File: src/rtl/ika87ad_mcseq_if.sv
// Sequencer <-> decoder/ROM/datapath signal bundle.
// Latency: none; this is wiring only.
// Backpressure: none here; i_WAIT and o_BUSY gate i_CEN inside the sequencer.
interface ika87ad_mcseq_if;
  logic        i_CEN;
  logic        i_WAIT;
  logic        i_DEC_VALID;
  logic [7:0]  i_DEC_ADDR;
  logic        o_MCROM_READ_TICK;
  logic [7:0]  o_MCROM_ADDR;
  logic [17:0] i_MCROM_DATA;
  logic        o_MC_VALID;
  logic [1:0]  o_MC_TYPE;
  logic        o_MC_FLAG;
  logic        o_MC_SKIP;
  logic [11:0] o_MC_OP;
  logic [1:0]  o_MC_BUS;
  logic        o_OPFETCH;
  logic [2:0]  o_STEP;
  logic        o_BUSY;

  // Sequencer side.
  modport master (
    input  i_CEN, i_WAIT, i_DEC_VALID, i_DEC_ADDR, i_MCROM_DATA,
    output o_MCROM_READ_TICK, o_MCROM_ADDR, o_MC_VALID, o_MC_TYPE, o_MC_FLAG,
           o_MC_SKIP, o_MC_OP, o_MC_BUS, o_OPFETCH, o_STEP, o_BUSY
  );

  // Environment side: decoder, ROM and datapath.
  modport slave (
    output i_CEN, i_WAIT, i_DEC_VALID, i_DEC_ADDR, i_MCROM_DATA,
    input  o_MCROM_READ_TICK, o_MCROM_ADDR, o_MC_VALID, o_MC_TYPE, o_MC_FLAG,
           o_MC_SKIP, o_MC_OP, o_MC_BUS, o_OPFETCH, o_STEP, o_BUSY
  );
endinterface

File: src/rtl/ika87ad_mcseq.sv
// Microcode sequencer: walks the ROM word stream, decodes the latched word into fields.
// Latency: accepted i_CEN -> tick/addr +1 clock, word latched with o_MC_VALID +2 clocks.
// Backpressure: i_CEN dropped while i_WAIT or a read is in flight (o_BUSY); never queued.
module ika87ad_mcseq (
  input  logic             i_CLK,
  input  logic             i_RST,
  ika87ad_mcseq_if.master  bus
);

  localparam logic [7:0]  IRD_ADDR = 8'hFF;
  localparam logic [1:0]  BUS_RD4  = 2'b10;
  // Type 11 with bus RD4 is the NOP microword shown out of reset.
  localparam logic [17:0] NOP_WORD = 18'h30002;

  typedef enum logic [1:0] {S_RST, S_IRD, S_RUN} state_t;

  state_t      state_q, state_d;
  logic [7:0]  addr_q, addr_d;
  logic        tick_q, tick_d;
  logic        busy_q, busy_d;
  logic        valid_q, valid_d;
  logic        opfetch_q, opfetch_d;
  logic [17:0] word_q, word_d;
  logic [2:0]  step_q, step_d;
  logic        pend_q, pend_d;
  logic [7:0]  pend_addr_q, pend_addr_d;
  logic        cen_acc;

  // Next-state: decode capture, word latch, and address sequencing on accepted strobes.
  always_comb begin
    state_d     = state_q;
    addr_d      = addr_q;
    tick_d      = 1'b0;
    valid_d     = 1'b0;
    opfetch_d   = 1'b0;
    busy_d      = valid_q ? 1'b0 : busy_q;
    word_d      = word_q;
    step_d      = step_q;
    pend_d      = pend_q;
    pend_addr_d = pend_addr_q;
    cen_acc     = bus.i_CEN & ~bus.i_WAIT & ~busy_q;

    if (tick_q) begin
      word_d  = bus.i_MCROM_DATA;
      valid_d = 1'b1;
    end

    // Decode pulses during an instruction are not wanted; only IRD consumes them.
    if (bus.i_DEC_VALID && state_q != S_RUN) begin
      pend_d      = 1'b1;
      pend_addr_d = bus.i_DEC_ADDR;
    end

    if (cen_acc) begin
      tick_d = 1'b1;
      busy_d = 1'b1;
      case (state_q)
        S_RST: begin
          addr_d  = IRD_ADDR;
          state_d = S_IRD;
        end
        S_IRD: begin
          if (bus.i_DEC_VALID || pend_q) begin
            addr_d  = bus.i_DEC_VALID ? bus.i_DEC_ADDR : pend_addr_q;
            step_d  = 3'd0;
            pend_d  = 1'b0;
            state_d = S_RUN;
          end else begin
            addr_d = IRD_ADDR;
          end
        end
        S_RUN: begin
          if (word_q[1:0] == BUS_RD4) begin
            opfetch_d = 1'b1;
            addr_d    = IRD_ADDR;
            state_d   = S_IRD;
          end else begin
            addr_d = addr_q + 8'd1;
            if (step_q != 3'd7) step_d = step_q + 3'd1;
          end
        end
        default: state_d = S_RST;
      endcase
    end
  end

  // State register; reset aborts any read in flight and restores the NOP view.
  always_ff @(posedge i_CLK or posedge i_RST) begin
    if (i_RST) begin
      state_q     <= S_RST;
      addr_q      <= IRD_ADDR;
      tick_q      <= 1'b0;
      busy_q      <= 1'b0;
      valid_q     <= 1'b0;
      opfetch_q   <= 1'b0;
      word_q      <= NOP_WORD;
      step_q      <= 3'd0;
      pend_q      <= 1'b0;
      pend_addr_q <= 8'd0;
    end else begin
      state_q     <= state_d;
      addr_q      <= addr_d;
      tick_q      <= tick_d;
      busy_q      <= busy_d;
      valid_q     <= valid_d;
      opfetch_q   <= opfetch_d;
      word_q      <= word_d;
      step_q      <= step_d;
      pend_q      <= pend_d;
      pend_addr_q <= pend_addr_d;
    end
  end

  assign bus.o_MCROM_READ_TICK = tick_q;
  assign bus.o_MCROM_ADDR      = addr_q;
  assign bus.o_MC_VALID        = valid_q;
  assign bus.o_MC_TYPE         = word_q[17:16];
  assign bus.o_MC_FLAG         = word_q[15];
  assign bus.o_MC_SKIP         = word_q[14];
  assign bus.o_MC_OP           = word_q[13:2];
  assign bus.o_MC_BUS          = word_q[1:0];
  assign bus.o_OPFETCH         = opfetch_q;
  assign bus.o_STEP            = step_q;
  assign bus.o_BUSY            = busy_q;

endmodule
File: src/flat_wrapper.sv
// flat-port wrapper written by rule: the top's interface ports become plain ports
module ika87ad_mcseq_flat 
  (i_CLK, i_RST, bus_i_CEN, bus_i_WAIT, bus_i_DEC_VALID, bus_i_DEC_ADDR, bus_i_MCROM_DATA, bus_o_MCROM_READ_TICK, bus_o_MCROM_ADDR, bus_o_MC_VALID, bus_o_MC_TYPE, bus_o_MC_FLAG, bus_o_MC_SKIP, bus_o_MC_OP, bus_o_MC_BUS, bus_o_OPFETCH, bus_o_STEP, bus_o_BUSY);
  ika87ad_mcseq_if bus_i ();
  input  logic i_CLK;
  input  logic i_RST;
  input wire logic [$bits(bus_i.i_CEN)-1:0] bus_i_CEN;
  input wire logic [$bits(bus_i.i_WAIT)-1:0] bus_i_WAIT;
  input wire logic [$bits(bus_i.i_DEC_VALID)-1:0] bus_i_DEC_VALID;
  input wire logic [$bits(bus_i.i_DEC_ADDR)-1:0] bus_i_DEC_ADDR;
  input wire logic [$bits(bus_i.i_MCROM_DATA)-1:0] bus_i_MCROM_DATA;
  output wire logic [$bits(bus_i.o_MCROM_READ_TICK)-1:0] bus_o_MCROM_READ_TICK;
  output wire logic [$bits(bus_i.o_MCROM_ADDR)-1:0] bus_o_MCROM_ADDR;
  output wire logic [$bits(bus_i.o_MC_VALID)-1:0] bus_o_MC_VALID;
  output wire logic [$bits(bus_i.o_MC_TYPE)-1:0] bus_o_MC_TYPE;
  output wire logic [$bits(bus_i.o_MC_FLAG)-1:0] bus_o_MC_FLAG;
  output wire logic [$bits(bus_i.o_MC_SKIP)-1:0] bus_o_MC_SKIP;
  output wire logic [$bits(bus_i.o_MC_OP)-1:0] bus_o_MC_OP;
  output wire logic [$bits(bus_i.o_MC_BUS)-1:0] bus_o_MC_BUS;
  output wire logic [$bits(bus_i.o_OPFETCH)-1:0] bus_o_OPFETCH;
  output wire logic [$bits(bus_i.o_STEP)-1:0] bus_o_STEP;
  output wire logic [$bits(bus_i.o_BUSY)-1:0] bus_o_BUSY;
  assign bus_i.i_CEN = bus_i_CEN;
  assign bus_i.i_WAIT = bus_i_WAIT;
  assign bus_i.i_DEC_VALID = bus_i_DEC_VALID;
  assign bus_i.i_DEC_ADDR = bus_i_DEC_ADDR;
  assign bus_i.i_MCROM_DATA = bus_i_MCROM_DATA;
  assign bus_o_MCROM_READ_TICK = bus_i.o_MCROM_READ_TICK;
  assign bus_o_MCROM_ADDR = bus_i.o_MCROM_ADDR;
  assign bus_o_MC_VALID = bus_i.o_MC_VALID;
  assign bus_o_MC_TYPE = bus_i.o_MC_TYPE;
  assign bus_o_MC_FLAG = bus_i.o_MC_FLAG;
  assign bus_o_MC_SKIP = bus_i.o_MC_SKIP;
  assign bus_o_MC_OP = bus_i.o_MC_OP;
  assign bus_o_MC_BUS = bus_i.o_MC_BUS;
  assign bus_o_OPFETCH = bus_i.o_OPFETCH;
  assign bus_o_STEP = bus_i.o_STEP;
  assign bus_o_BUSY = bus_i.o_BUSY;
  ika87ad_mcseq u_core (.i_CLK(i_CLK), .i_RST(i_RST), .bus(bus_i));
endmodule
File: config.mk
export PLATFORM = sky130hd
export DESIGN_NAME = ika87ad_mcseq_flat
export DESIGN_NICKNAME = d
export VERILOG_FILES = /design/src/rtl/ika87ad_mcseq_if.sv /design/src/rtl/ika87ad_mcseq.sv /design/src/flat_wrapper.sv
export SDC_FILE = /design/constraint.sdc
export NUM_CORES = 1
export LEC_CHECK = 0
export CAP_MARGIN = 25
export CORE_MARGIN = 5
export CORE_UTILIZATION = 42
export DETAILED_ROUTE_END_ITERATION = 16
export PLACE_DENSITY = 0.76
export REMOVE_ABC_BUFFERS = 1
export SYNTH_ARGS = -nofsm -noshare
export SYNTH_HDL_FRONTEND = slang
export SYNTH_SLANG_ARGS = --single-unit
File: constraint.sdc
create_clock -name i_CLK -period 1.8 [get_ports i_CLK]
set_input_delay 0.36 -clock i_CLK [delete_from_list [all_inputs] [get_ports i_CLK]]
set_output_delay 0.36 -clock i_CLK [all_outputs]
set_load 0.005 [all_outputs]
======== Yosys cells after proc, flatten, opt, wreduce, memory -nomap -nowiden ========
Index checks and enable logic that the tools add are counted.
word-level totals
  register bits after elaboration ......... 44
  bits of input ports ..................... 31
  output and inout port bits .............. 33
cells by class
  $add $sub $neg .......................... 2
  equal/unequal tests ..................... 9
  mux-type cells .......................... 22
  bitwise operators ....................... 4
  reduce and logical (&&, ||, !) cells .... 9
operators by type and width
  cell                   number
  $mux W8                3
  $pmux W8 S3            1
  $mux W1                11
  $mux W3                3
  $add A8 B1 Y8 const B  1
  $ne A2 B1 Y1 const B   3
  $pmux W2 S3            1
  $pmux W3 S2            1
  $reduce_and A5 Y1      1
  $eq A2 B2 Y1 const B   2
  $mux W2                2
  $ne A2 B2 Y1 const B   2
  $reduce_bool A2 Y1     2
  $add A3 B1 Y3 const B  1
  $ne A3 B3 Y1 const B   1
  $reduce_and A3 Y1      1
  $reduce_bool A3 Y1     1
  $and A1 B1 Y1          2
  $eq A2 B1 Y1 const B   1
  $logic_not A2 Y1       1
  $not A1 Y1             2
  $reduce_and A2 Y1      1
  $logic_and A1 B1 Y1    1
  $logic_or A1 B1 Y1     1

======== Logic depth before layout (Yosys ltp) ========
  depth after elaboration ................. 6
  depth in mapped cells ................... 7

======== Worst setup path before layout ========
Ideal clock, no wire load.
  path type ............................... flip-flop to flip-flop
  from .................................... register u_core.state_q[0]
  to ...................................... register u_core.addr_q[3], in the netlist u_core.bus.o_MCROM_ADDR[3]
  setup time .............................. 87 ps
  arrival ................................. 1575 ps
  setup slack ............................. 139 ps
  stages on the path, launching flop included .. 7
  buffers on the path ..................... 2
  clock period less this slack ............ 1661 ps
  path through ............................ dfrtp_1 > ha_1 > or4b_1 > buf_2 > buf_6 > nor3_1 > o22ai_1
on the way
  cells in the longest elaborated chain, start to end .. 3
  elaborated cells between the ends (all ways) .. 6
RTL lines
  element                                     RTL line              text
  start: declaration                          ika87ad_mcseq.sv:17   state_t state_q, state_d;
  start signal: assignment                    ika87ad_mcseq.sv:101  state_q <= state_d;
  $eq A2 B1 Y1, or another cell as far along  ika87ad_mcseq.sv:57   case (state_q)
  $reduce_bool A3 Y1 (no source line)         -
  $reduce_and A2 Y1 (no source line)          -
  end signal: assignment                      ika87ad_mcseq.sv:102  addr_q <= addr_d;
  end: declaration                            ika87ad_mcseq.sv:18   logic [7:0] addr_q, addr_d;
Parallel ways exist; a longest one is shown, timed or not.
A chain may end at the register's enable or synchronous reset.

======== Worst setup path after layout ========
  from .................................... register u_core.state_q[1]
  to ...................................... register u_core.addr_q[4], in the netlist u_core.bus.o_MCROM_ADDR[4]
Same word-level chain as after synthesis.

==> out/qor_table.md <==
| Metric | This run |
| --- | --- |
| Worst EP arrival | 1.98 ns |
| Largest net degree at the start of global routing | 45 |
| Critical path launch point | u_core.state_q[1]$_DFFE_PP0P_ |
| Met3 Resource Use GR | 6.95% |
| Die ar. | 6470 um^2 |
| Final Hold Fails | 0 |
| Final-report setup violation count | 0 |
| CTS buffer count | 5 |
| Relative area change from synthesis to final layout | 45.9% |
| Number of synthesized register bits | 44 |
| DR WL/cell | 15.1 um |
| Most Used Layer, Global Route | met2 |
| Chip Width | 80.4 um |
| Post-Syn Area | 2080 um^2 |
| Overflow left after global routing | 0 |
| Num rows | 25 |
| Max_cap viols | 0 |
| Fin Hold WS | 0.402 ns |
| Number of stages on the worst setup path | 5 |
| Yosys Warn Count | 0 |
| Final period util | 97.7% |
| Met2 demand-to-capacity share in global routing | 25.4% |
| Routed via count | 1649 |
| Worst setup margin | 0.0410 ns |
| DR pass1 iterations | 4 |
| Initial antenna violation count | 0 |
| GR Util All Layers | 16.5% |
| Max H-tree Level | 2 |
| Core Region | 4750 um^2 |
| Number of cells on the worst reg-to-reg path | 5 |
| Cell-by-cell trace of the critical path | ha_1 -> or4b_4 -> buf_4 -> nor3_2 -> o22ai_1 |
| Via count of the first global-routing pass | 1711 |
| Die H | 80.4 um |
| Unique masters post-synth | 37 |
| Number of fill cells | 392 |
| Min Clock Period, post-route | 1.76 ns |
| Maximum vdd ir drop | 0.000872 V |
| Max Fanout on Critical Path | 6 |
| Worst-margin pin slew | 0.267 ns |
| Antenna Nets Post-Route | 0 |
| Initial Utilization | 43.8% |
| Syn Area/Cell | 12.0 um^2 |
| Number of max-slew violations in the final report | 0 |
| Buffer and inverter count on the worst path | 1 |
| Number of placed I/O pins | 64 |
| Number of flops mapped to enable cells by yosys | 0 |
| Share of synthesized area occupied by flip-flops and latches | 53.5% |
| Leak Pwr | 1.28 nW |
| Final HPWL DP | 3.56 mm |
| Global-route wire length before repair | 8.13 mm |
| Commonest register cell after synthesis | sky130_fd_sc_hd__dfrtp_1 |
| Root buffer cell | sky130_fd_sc_hd__clkbuf_8 |
| Share of the synthesized area in the top cell type | 39.6% |
| Post-placement worst setup slack | -0.296 ns |
| Clock Latency Late Sink | 0.29 ns |
| Clock tree skew after final layout | 0.00580 ns |
| TritonCTS clock tree | built |
| Slew HR | 82.2% |
| Cell taking the most area after synthesis | sky130_fd_sc_hd__dfrtp_1 |
| Routed Wire Length | 4.88 mm |
| Synth Instances | 174 |
| Cell family with most CP delay | simple AND/OR/NAND/NOR gates |
| DRC violation count after routing | 0 |
| Buffers added on ports | 63 |
| Antenna Diode Count | 0 |
| Setup slack of the worst register-to-register path | 0.04 ns |
| Endpoint type of the worst setup path | flop |
| R2r endpoint | u_core.bus.o_MCROM_ADDR[4]$_DFFE_PP1P_ |
| CP max stage cell | sky130_fd_sc_hd__or4b_4 |
| Status | finished clean |
| Setup CP Type | reg -> reg |
| Peak clock frequency supported by timing | 569 MHz |
| Overall Power | 0.00446 W |
| Cell Count, Final, Fillers Out | 323 |
| Worst setup endpoint | u_core.bus.o_MCROM_ADDR[4]$_DFFE_PP1P_ |
| Number of DRC violations after detailed-routing iteration 0 | 108 |
| Fraction of final layout cells sized beyond drive strength 1 | 30.5% |
| Instance count after placement with tap cells included | 314 |
| Slowest cell delay on critical path | 0.54 ns |
| Origin of the critical flop-to-flop path | u_core.state_q[1]$_DFFE_PP0P_ |
| Post-CTS clock slew at the launch and capture registers of the worst setup and hold paths | 0.08 ns |
| PD cells | 1470 nW/um^2 |
| RSZ-0062 raised after global routing | true |
| Clk sink count | 44 |
| Cell types occupying the most area after synthesis | sky130_fd_sc_hd__dfrtp_1 40%, sky130_fd_sc_hd__mux2_2 15%, sky130_fd_sc_hd__dfstp_2 14% |
| Category of the worst setup path launch point | flop |
| Share of flip-flops with an asynchronous set or reset | 100% |
| Routability congestion estimate | 0.859 |
| Most common library cells after synthesis | 33 x sky130_fd_sc_hd__dfrtp_1, 28 x sky130_fd_sc_hd__mux2_2, 11 x sky130_fd_sc_hd__dfstp_2, 10 x sky130_fd_sc_hd__nand2_1, 10 x sky130_fd_sc_hd__nor2_1 |
| Count of nets after finishing | 293 |
| Setup tns final | 0 ns |
| Most frequently used cell type in the post-synthesis netlist | sky130_fd_sc_hd__dfrtp_1 |
| Clk buf depth | 2 |
| Tightest Hold Check Type | in -> async |
| Via/cell ratio | 5.11 |
| Required time worst endpoint | 2.02 ns |
| Met1 GRT Util | 21.0% |
## stage by stage
step / utilization (%) / instance area [um^2]
4_1_cts: 63.1 / 3000
6_report: 63.9 / 3040
3_5_place_dp: 60.9 / 2900
2_1_floorplan: - / 2050
5_1_grt: 63.9 / 3040
3_3_place_gp: 60.9 / 2900
## where the power goes
part	leakage, nW	switching (W)	internal, W
Clock	0.0515	0.000318	0.000350
Sequential	0.514	0.000304	0.00148
Combinational	0.713	0.000795	0.00122
Total	1.28	0.00142	0.00304
## what timing repair did
action | 4_1_cts | 5_1_grt
endpoints found under the setup margin | 4 | 6
buffers inserted | 0 | 1
cloned | 0 | 0
resized for setup | 1 | 7
hold buffers | 0 | 0
## per-layer routing
metal | vias to the layer above | part of all wire [%] | wire, um
met5 | - | 0 | 0
met4 | 0 | 1.0 | 50
met3 | 5 | 7.9 | 384
met2 | 46 | 49 | 2390
met1 | 803 | 42 | 2060
li1 | 795 | - | -
## cell type report
cell class / count / area, um^2 / area share, %
flip-flops and latches: 44 / 1110 / 36.7
clock buffers: 8 / 100 / 3.29
inverters: 9 / 33.8 / 1.11
repair buffers: 80 / 776 / 25.5
multi-input cells: 115 / 932 / 30.7
well taps: 67 / 83.8 / 2.76
## placed cells by master (no fill, tap or decap), types with 3 or more instances in the layout
cell                              count
sky130_fd_sc_hd__o21ai_1              4
sky130_fd_sc_hd__a21oi_1              4
sky130_fd_sc_hd__nor3_2               4
sky130_fd_sc_hd__clkdlybuf4s50_1     61
sky130_fd_sc_hd__buf_4               16
sky130_fd_sc_hd__dfstp_2             11
sky130_fd_sc_hd__o221a_2              5
sky130_fd_sc_hd__nor3_1               5
sky130_fd_sc_hd__o22ai_1              4
sky130_fd_sc_hd__nand3_1              6
sky130_fd_sc_hd__nor2_1              10
sky130_fd_sc_hd__inv_1                7
sky130_fd_sc_hd__clkbuf_8             7
sky130_fd_sc_hd__mux2_2              28
sky130_fd_sc_hd__mux2i_1              3
sky130_fd_sc_hd__dfrtp_1             33
sky130_fd_sc_hd__nand2_1             10
sky130_fd_sc_hd__ha_1                 7
## worst min-delay path by stage
stage / end / from / slack [ns]
floorplan: u_core.bus.o_BUSY$_DFFE_PP0P_ / u_core.bus.o_MC_VALID$_DFF_PP0_ / 0.45
global placement: u_core.bus.o_BUSY$_DFFE_PP0P_ / u_core.bus.o_MC_VALID$_DFF_PP0_ / 0.44
detailed placement: u_core.bus.o_BUSY$_DFFE_PP0P_ / u_core.bus.o_MC_VALID$_DFF_PP0_ / 0.46
CTS: u_core.word_q[14]$_DFFE_PP0P_ / i_RST / 0.40
global route: u_core.word_q[8]$_DFFE_PP0P_ / i_RST / 0.43
finish: u_core.bus.o_STEP[1]$_DFFE_PP0P_ / i_RST / 0.40
## cell families (layout without fill, tap and decap cells)
family / Yosys count / count (layout) / synth area share (%)
adders and majority gates: 7 / 7 / 4.20
and+or+nand+nor: 47 / 47 / 11.7
AOI/OAI and AO/OA: 29 / 29 / 10.3
muxes: 32 / 32 / 17.1
buffers and inverters: 15 / 97 / 3.18
DFF: 44 / 44 / 53.5
## state kept, by name, indices dropped and copies added (netlist names)
register and count:
u_core.bus.o_MC_VALID 1, u_core.bus.o_OPFETCH 1, u_core.bus.o_STEP 3, u_core.pend_q 1, u_core.bus.o_BUSY 1, u_core.pend_addr_q 8, u_core.word_q 18, u_core.bus.o_MCROM_READ_TICK 1
u_core.state_q 2, u_core.bus.o_MCROM_ADDR 8
## worst min-delay path: stages
cell and delay (ns):
sky130_fd_sc_hd__clkdlybuf4s50_1 0.40, sky130_fd_sc_hd__clkinv_1 0.07, sky130_fd_sc_hd__buf_12 0.24
Note: power is estimated with default switching activity, not from simulation.
